### config.mk
export PLATFORM = sky130hd
export DESIGN_NAME = writeback_unit
export DESIGN_NICKNAME = d
export VERILOG_FILES = /design/src/rtl/core_pkg.sv /design/src/rtl/wb_scoreboard.sv /design/src/rtl/writeback_unit.sv
export SDC_FILE = /design/constraint.sdc
export NUM_CORES = 1
export LEC_CHECK = 0
export CORE_AREA = 4 4 108 187
export DETAILED_ROUTE_END_ITERATION = 7
export DIE_AREA = 0 0 112 191
export GPL_TIMING_DRIVEN = 0
export PLACE_DENSITY = 0.87
export SYNTH_ARGS = -nofsm -noshare
export SYNTH_HDL_FRONTEND = slang
export SYNTH_SLANG_ARGS = --single-unit
### constraint.sdc
create_clock -name clk -period 6.9 [get_ports clk]
set_clock_uncertainty 0.1 [all_clocks]
set_input_delay 1.725 -clock clk [delete_from_list [all_inputs] [get_ports clk]]
set_output_delay 1.725 -clock clk [all_outputs]
set_load 0.03 [all_outputs]
### src/rtl/core_pkg.sv
// core_pkg: shared widths, register indices and result record for the core
package core_pkg;
  localparam int N = 32;
  localparam int NUM_REGS = 16;
  localparam logic [3:0] REG_PC = 4'd15;
  typedef struct packed {
    logic valid;
    logic [3:0] rd;
    logic [N-1:0] data;
  } result_t;
endpackage

### src/rtl/wb_scoreboard.sv
// wb_scoreboard: per-register in-flight write counters for RAW hazard detection
module wb_scoreboard
  import core_pkg::*;
#(
  parameter int CNT_W = 2
) (
  input  logic       clk,
  input  logic       rst,
  input  logic       iss_valid,
  input  logic [3:0] iss_rd,
  output logic       iss_ready,
  input  logic       ret0_valid,
  input  logic [3:0] ret0_rd,
  input  logic       ret1_valid,
  input  logic [3:0] ret1_rd,
  input  logic [3:0] chk_addr1,
  input  logic [3:0] chk_addr2,
  input  logic [3:0] chk_addr3,
  output logic       chk_busy1,
  output logic       chk_busy2,
  output logic       chk_busy3,
  output logic       sb_err
);
  localparam logic [CNT_W-1:0] MAX = '1;
  logic [CNT_W-1:0] cnt [NUM_REGS];
  logic [CNT_W-1:0] cnt_nxt [NUM_REGS];
  logic [NUM_REGS-1:0] inc, dec, err;
  assign iss_ready = cnt[iss_rd] != MAX;
  assign chk_busy1 = cnt[chk_addr1] != '0;
  assign chk_busy2 = cnt[chk_addr2] != '0;
  assign chk_busy3 = cnt[chk_addr3] != '0;
  for (genvar i = 0; i < NUM_REGS; i++) begin : g_cnt
    assign inc[i] = iss_valid && iss_ready && iss_rd == 4'(i);
    assign dec[i] = (ret0_valid && ret0_rd == 4'(i)) || (ret1_valid && ret1_rd == 4'(i));
    // a retire against an empty counter is flagged and saturates at zero
    assign err[i] = dec[i] && cnt[i] == '0;
    assign cnt_nxt[i] = (inc[i] && !dec[i]) ? cnt[i] + 1'b1 :
                        (dec[i] && !inc[i] && cnt[i] != '0) ? cnt[i] - 1'b1 : cnt[i];
  end
  always_ff @(posedge clk or posedge rst) begin
    if (rst) begin
      for (int r = 0; r < NUM_REGS; r++) cnt[r] <= '0;
      sb_err <= 1'b0;
    end else begin
      cnt <= cnt_nxt;
      sb_err <= sb_err || (|err);
    end
  end
endmodule

### src/rtl/writeback_unit.sv
// writeback_unit: routes ALU/load results onto register bank ports one cycle later
module writeback_unit
  import core_pkg::*;
#(
  parameter int N = core_pkg::N,
  parameter int CNT_W = 2
) (
  input  logic         clk,
  input  logic         rst,
  input  logic         iss_valid,
  input  logic [3:0]   iss_rd,
  output logic         iss_ready,
  input  logic [3:0]   chk_addr1,
  input  logic [3:0]   chk_addr2,
  input  logic [3:0]   chk_addr3,
  output logic         chk_busy1,
  output logic         chk_busy2,
  output logic         chk_busy3,
  input  logic         res0_valid,
  input  logic [3:0]   res0_rd,
  input  logic [N-1:0] res0_data,
  input  logic         res0_flags_we,
  input  logic [N-1:0] res0_flags,
  input  logic         res1_valid,
  output logic         res1_ready,
  input  logic [3:0]   res1_rd,
  input  logic [N-1:0] res1_data,
  output logic [3:0]   write_address,
  output logic [N-1:0] write_data,
  output logic         write_enable,
  output logic [3:0]   write_address2,
  output logic [N-1:0] write_data2,
  output logic         write_enable2,
  output logic [N-1:0] pc_update,
  output logic         pc_write,
  output logic [N-1:0] cspr_update,
  output logic         cspr_write,
  output logic         sb_err
);
  logic acc1, w0, w1, p0, p1, cw;
  // same destination from both sources (PC or WAW): ALU wins, load is held
  assign res1_ready = !(res0_valid && res1_valid && res0_rd == res1_rd);
  assign acc1 = res1_valid && res1_ready;
  assign w0 = res0_valid && res0_rd != REG_PC;
  assign p0 = res0_valid && res0_rd == REG_PC;
  assign w1 = acc1 && res1_rd != REG_PC;
  assign p1 = acc1 && res1_rd == REG_PC;
  assign cw = res0_valid && res0_flags_we;
  wb_scoreboard #(.CNT_W(CNT_W)) u_sb (
    .clk(clk), .rst(rst),
    .iss_valid(iss_valid), .iss_rd(iss_rd), .iss_ready(iss_ready),
    .ret0_valid(res0_valid), .ret0_rd(res0_rd),
    .ret1_valid(acc1), .ret1_rd(res1_rd),
    .chk_addr1(chk_addr1), .chk_addr2(chk_addr2), .chk_addr3(chk_addr3),
    .chk_busy1(chk_busy1), .chk_busy2(chk_busy2), .chk_busy3(chk_busy3),
    .sb_err(sb_err)
  );
  always_ff @(posedge clk or posedge rst) begin
    if (rst) begin
      write_address <= '0;
      write_data <= '0;
      write_enable <= 1'b0;
      write_address2 <= '0;
      write_data2 <= '0;
      write_enable2 <= 1'b0;
      pc_update <= '0;
      pc_write <= 1'b0;
      cspr_update <= '0;
      cspr_write <= 1'b0;
    end else begin
      write_enable <= w0;
      write_enable2 <= w1;
      pc_write <= p0 || p1;
      cspr_write <= cw;
      if (w0) begin
        write_address <= res0_rd;
        write_data <= res0_data;
      end
      if (w1) begin
        write_address2 <= res1_rd;
        write_data2 <= res1_data;
      end
      if (p0 || p1) pc_update <= p0 ? res0_data : res1_data;
      if (cw) cspr_update <= res0_flags;
    end
  end
endmodule

==> reports/metrics.csv <==
metric,value,unit
clock slew at the register clock pins of the worst setup and hold paths,70,ps
Least-Margin Pin Slew,947.5,ps
Cell Int Power,2182,uW
highest clock rate,164.8,MHz
first-pass GRT wire length,49710,um
summed instance area of the synthesized netlist,8613,um^2
Tot Pwr,3467,uW
# nets final,1332,
"Hold Violations, Final",0,
combinational power share,36.1,%
Synthesized Nets,1044,
total number of vias,8490,
CP startpoint kind,input port,
Leakage Power,0.005326,uW
initial detailed-routing violation count,677,
# hold bufs at CTS,0,
kind of critical path,input port to primary output,
global placement routability congestion,0.9794,
number of synthesized flops with an enable pin,0,
share of cells above drive strength 1,10.27,%
max-cap violation count,0,
count of nets left with antenna violations after detail routing,0,
pin count of the biggest net entering global routing,117,
height of the die,191,um
Synth Instances,918,
end-of-flow core utilization,65.42,%
top_reg_cell synth,sky130_fd_sc_hd__dfrtp_1,
status,completed,
vias in the first global route,8839,
data required time of the worst path,5080,ps
# Post-CTS Setup Buffers,0,
power spent charging and discharging nets,1285,uW
sum of net half-perimeters after detailed placement,25030,um
Detailed Routing Iterations Pass 1,6,
deepest level of the CTS H-tree,4,
warning count from the yosys run,0,
detailed-route DRC error count,0,
Mapped Avg Cell Area,9.383,um^2
total of endpoints with negative setup slack in the final report,0,
post-synth cell types,53,
async set-or-reset flop fraction in the synthesized netlist,100.0,%
fillers,1425,
routed length per placed instance,22.49,um
fraction of the yosys area taken by sequential cells,50.26,%
CTS tree,built,
power per unit of standard cell area,285.2,nW/um^2
number of buffers added by the clock tree synthesis step,17,
gr usage total,30.19,%
post-layout min period,6066,ps
Vias/cell,5.827,
cells traversed along the worst timing path,clkdlybuf4s50_1 -> xor2_2 -> or4b_4 -> buf_6 -> or3_1 -> clkdlybuf4s50_1,
beginning of the critical path,res0_rd[0],
Chip Width,112,um
maximum net fanout on the critical path,10,
signal arrival time at the worst endpoint,4240,ps
area delta synth->final,41.12,%
Min-Delay Startpoint,write_data2[6]$_DFFE_PP0P_,
share of total power in sequential cells,38.6,%
start of the worst register-to-register path,u_sb.cnt[23]$_DFFE_PP0P_,
Initial Util,46.36,%
relative max-transition margin,36.30,%
"most used cell, CP",sky130_fd_sc_hd__clkdlybuf4s50_1,
critical path capture point type,primary output,
Switching Share,37.08,%
Sum Neg Setup Slack,0,ps
proportion of power drawn by the clock network,25.3,%
IO Port Bufs,268,
placeable core area,18580,um^2
Worst Hold Slack,376.6,ps
flip-flop and latch count after synthesis,173,
period utilisation layout,87.92,%
cell type group with the largest total delay on the critical path,buffers and inverters,
CP max stage cell,sky130_fd_sc_hd__clkdlybuf4s50_1,
root cell of the clock tree,sky130_fd_sc_hd__clkbuf_16,
total gr overflow,0,
Final Slew Violations,0,
setup repair after global routing missed its margin,false,
"IR drop worst, VDD",0.0001699,V
die outline area,21390,um^2
Skew-Pair Late Insertion Delay,430,ps
"Largest stage delay, worst path",620,ps
clk buf depth,2,
Hold WC Path Type,flop to flop,
routed wire length,32760,um
total buffers and inverters traversed by the critical path,3,
Sink Count,173,
number of antenna violations at the first check in global routing,1,
standard-cell rows,66,
boundary pin count,272,
post-cts sizing count,0,
-- worst min-delay path, cell delays in order, from the launching register on --
cell                      delay (ps)
sky130_fd_sc_hd__dfrtp_1         340
sky130_fd_sc_hd__nand2_1          50
sky130_fd_sc_hd__nand2_1          60
-- cell type report --
type	instances	area, um^2	share of cell area (%)
timing repair buffer	269	2710	22.30
sequential	173	4329	35.62
antenna	2	5.005	0.04117
buffer	43	196.4	1.616
clock inverter	12	92.59	0.7617
tap	238	297.8	2.450
inverter	11	48.80	0.4014
clock buffer	18	429.2	3.531
multi-input combinational	691	4046	33.29
-- Yosys cell counts (all sizes together), types with 4 or more instances --
cell	count	area share (%)
nor2b	7	0.51
o32ai	4	0.41
o21ai	48	2.8
o22ai	10	0.73
nand2	274	12
or2	18	1.3
mux2	32	4.2
nand3	19	1.1
a21oi	36	2.1
mux4	16	4.2
nand2b	4	0.29
nor3	19	1.2
nor2	71	3.1
clkbuf	24	1.0
or4	4	0.35
dfrtp	173	50
buf	19	1.2
a32o	4	0.46
mux2i	34	4.0
a31o	4	0.41
inv	10	0.44
xor2	17	1.8
nor4	6	0.51
o211ai	6	0.52
o31ai	4	0.35
and3	14	1.0
a31oi	6	0.68
-- flip-flops by register name, indices dropped and copies added, names as in the netlist --
name            cells
cspr_write          1
u_sb.cnt           32
write_address2      4
write_enable2       1
write_address       4
cspr_update        32
write_enable        1
write_data2        32
pc_update          32
u_sb.sb_err         1
write_data         32
pc_write            1
-- final timing paths --
kind	endpoint	slack (ps)	depth (start not counted)
min reg2reg	write_data2[6]$_DFFE_PP0P_	380	2
max in group asynchronous	pc_update[13]$_DFFE_PP0P_	4130	3
max	res1_ready	830	6
max reg2reg	u_sb.sb_err$_DFF_PP0_	4880	6
min	write_data2[6]$_DFFE_PP0P_	380	2
min in group asynchronous	cspr_update[11]$_DFFE_PP0P_	1620	2
-- power by group through the flow --
stage,registers (uW),clock network [uW],logic [uW]
floorplan,1570,0,449
global placement,1330,0,1200
detailed placement,1350,0,1230
CTS,1330,882,1240
global route,1360,919,1310
finish,1340,877,1250
-- cells in the final DEF (no fill, tap or decap), types with 3 or more instances in the layout --
| master | instances |
|---|---|
| sky130_fd_sc_hd__nand2b_1 | 4 |
| sky130_fd_sc_hd__inv_1 | 7 |
| sky130_fd_sc_hd__a31o_2 | 4 |
| sky130_fd_sc_hd__and3b_1 | 3 |
| sky130_fd_sc_hd__o31ai_1 | 4 |
| sky130_fd_sc_hd__nand3_1 | 19 |
| sky130_fd_sc_hd__clkdlybuf4s50_1 | 268 |
| sky130_fd_sc_hd__nor4_1 | 5 |
| sky130_fd_sc_hd__or2_2 | 18 |
| sky130_fd_sc_hd__mux2_2 | 32 |
| sky130_fd_sc_hd__a31oi_1 | 4 |
| sky130_fd_sc_hd__o22a_1 | 3 |
| sky130_fd_sc_hd__o21ai_0 | 46 |
| sky130_fd_sc_hd__nor3b_1 | 3 |
| sky130_fd_sc_hd__nor3_1 | 18 |
| sky130_fd_sc_hd__buf_1 | 3 |
| sky130_fd_sc_hd__mux4_2 | 16 |
| sky130_fd_sc_hd__buf_2 | 13 |
| sky130_fd_sc_hd__and3_1 | 14 |
| sky130_fd_sc_hd__o32ai_1 | 4 |
| sky130_fd_sc_hd__clkinvlp_4 | 6 |
| sky130_fd_sc_hd__xor2_1 | 16 |
| sky130_fd_sc_hd__o211ai_1 | 6 |
| sky130_fd_sc_hd__clkbuf_1 | 25 |
| sky130_fd_sc_hd__nand4b_1 | 3 |
| sky130_fd_sc_hd__nor2_1 | 71 |
| sky130_fd_sc_hd__or3_1 | 3 |
| sky130_fd_sc_hd__a32o_1 | 4 |
| sky130_fd_sc_hd__xnor2_1 | 3 |
| sky130_fd_sc_hd__dfrtp_1 | 173 |
| sky130_fd_sc_hd__clkbuf_16 | 17 |
| sky130_fd_sc_hd__o22ai_1 | 10 |
| sky130_fd_sc_hd__and2_1 | 3 |
| sky130_fd_sc_hd__nand2_1 | 274 |
| sky130_fd_sc_hd__nor2b_1 | 7 |
| sky130_fd_sc_hd__a21oi_1 | 36 |
| sky130_fd_sc_hd__mux2i_1 | 34 |
| sky130_fd_sc_hd__or4_1 | 4 |
-- cells by family after synthesis --
family | synth area share [%]
AO/OA/AOI/OAI | 9.471
buffers and inverters | 2.760
XOR/XNOR | 2.121
AND/OR/NAND/NOR | 23.07
flip-flops | 50.26
multiplexers | 12.32
-- per-stage QoR --
step           setup slack (ps)  std cells  instance area, um^2
3_5_place_dp              862.3       1425                11630
3_3_place_gp              -1925       1424                11590
6_report                  833.6       1457                12160
4_1_cts                   852.5       1455                12150
2_1_floorplan             386.5        918                 8613
5_1_grt                   742.0       1456                12150
-- layer usage --
metal | wire [um] | global-route usage (%) | share of wire [%]
met1 | 10540 | 28.90 | 32
met2 | 17950 | 58.02 | 55
met3 | 2161 | 6.684 | 6.6
met4 | 2120 | 17.54 | 6.5
met5 | 0 | 0 | 0
Note: power is estimated with default switching activity, not from simulation.
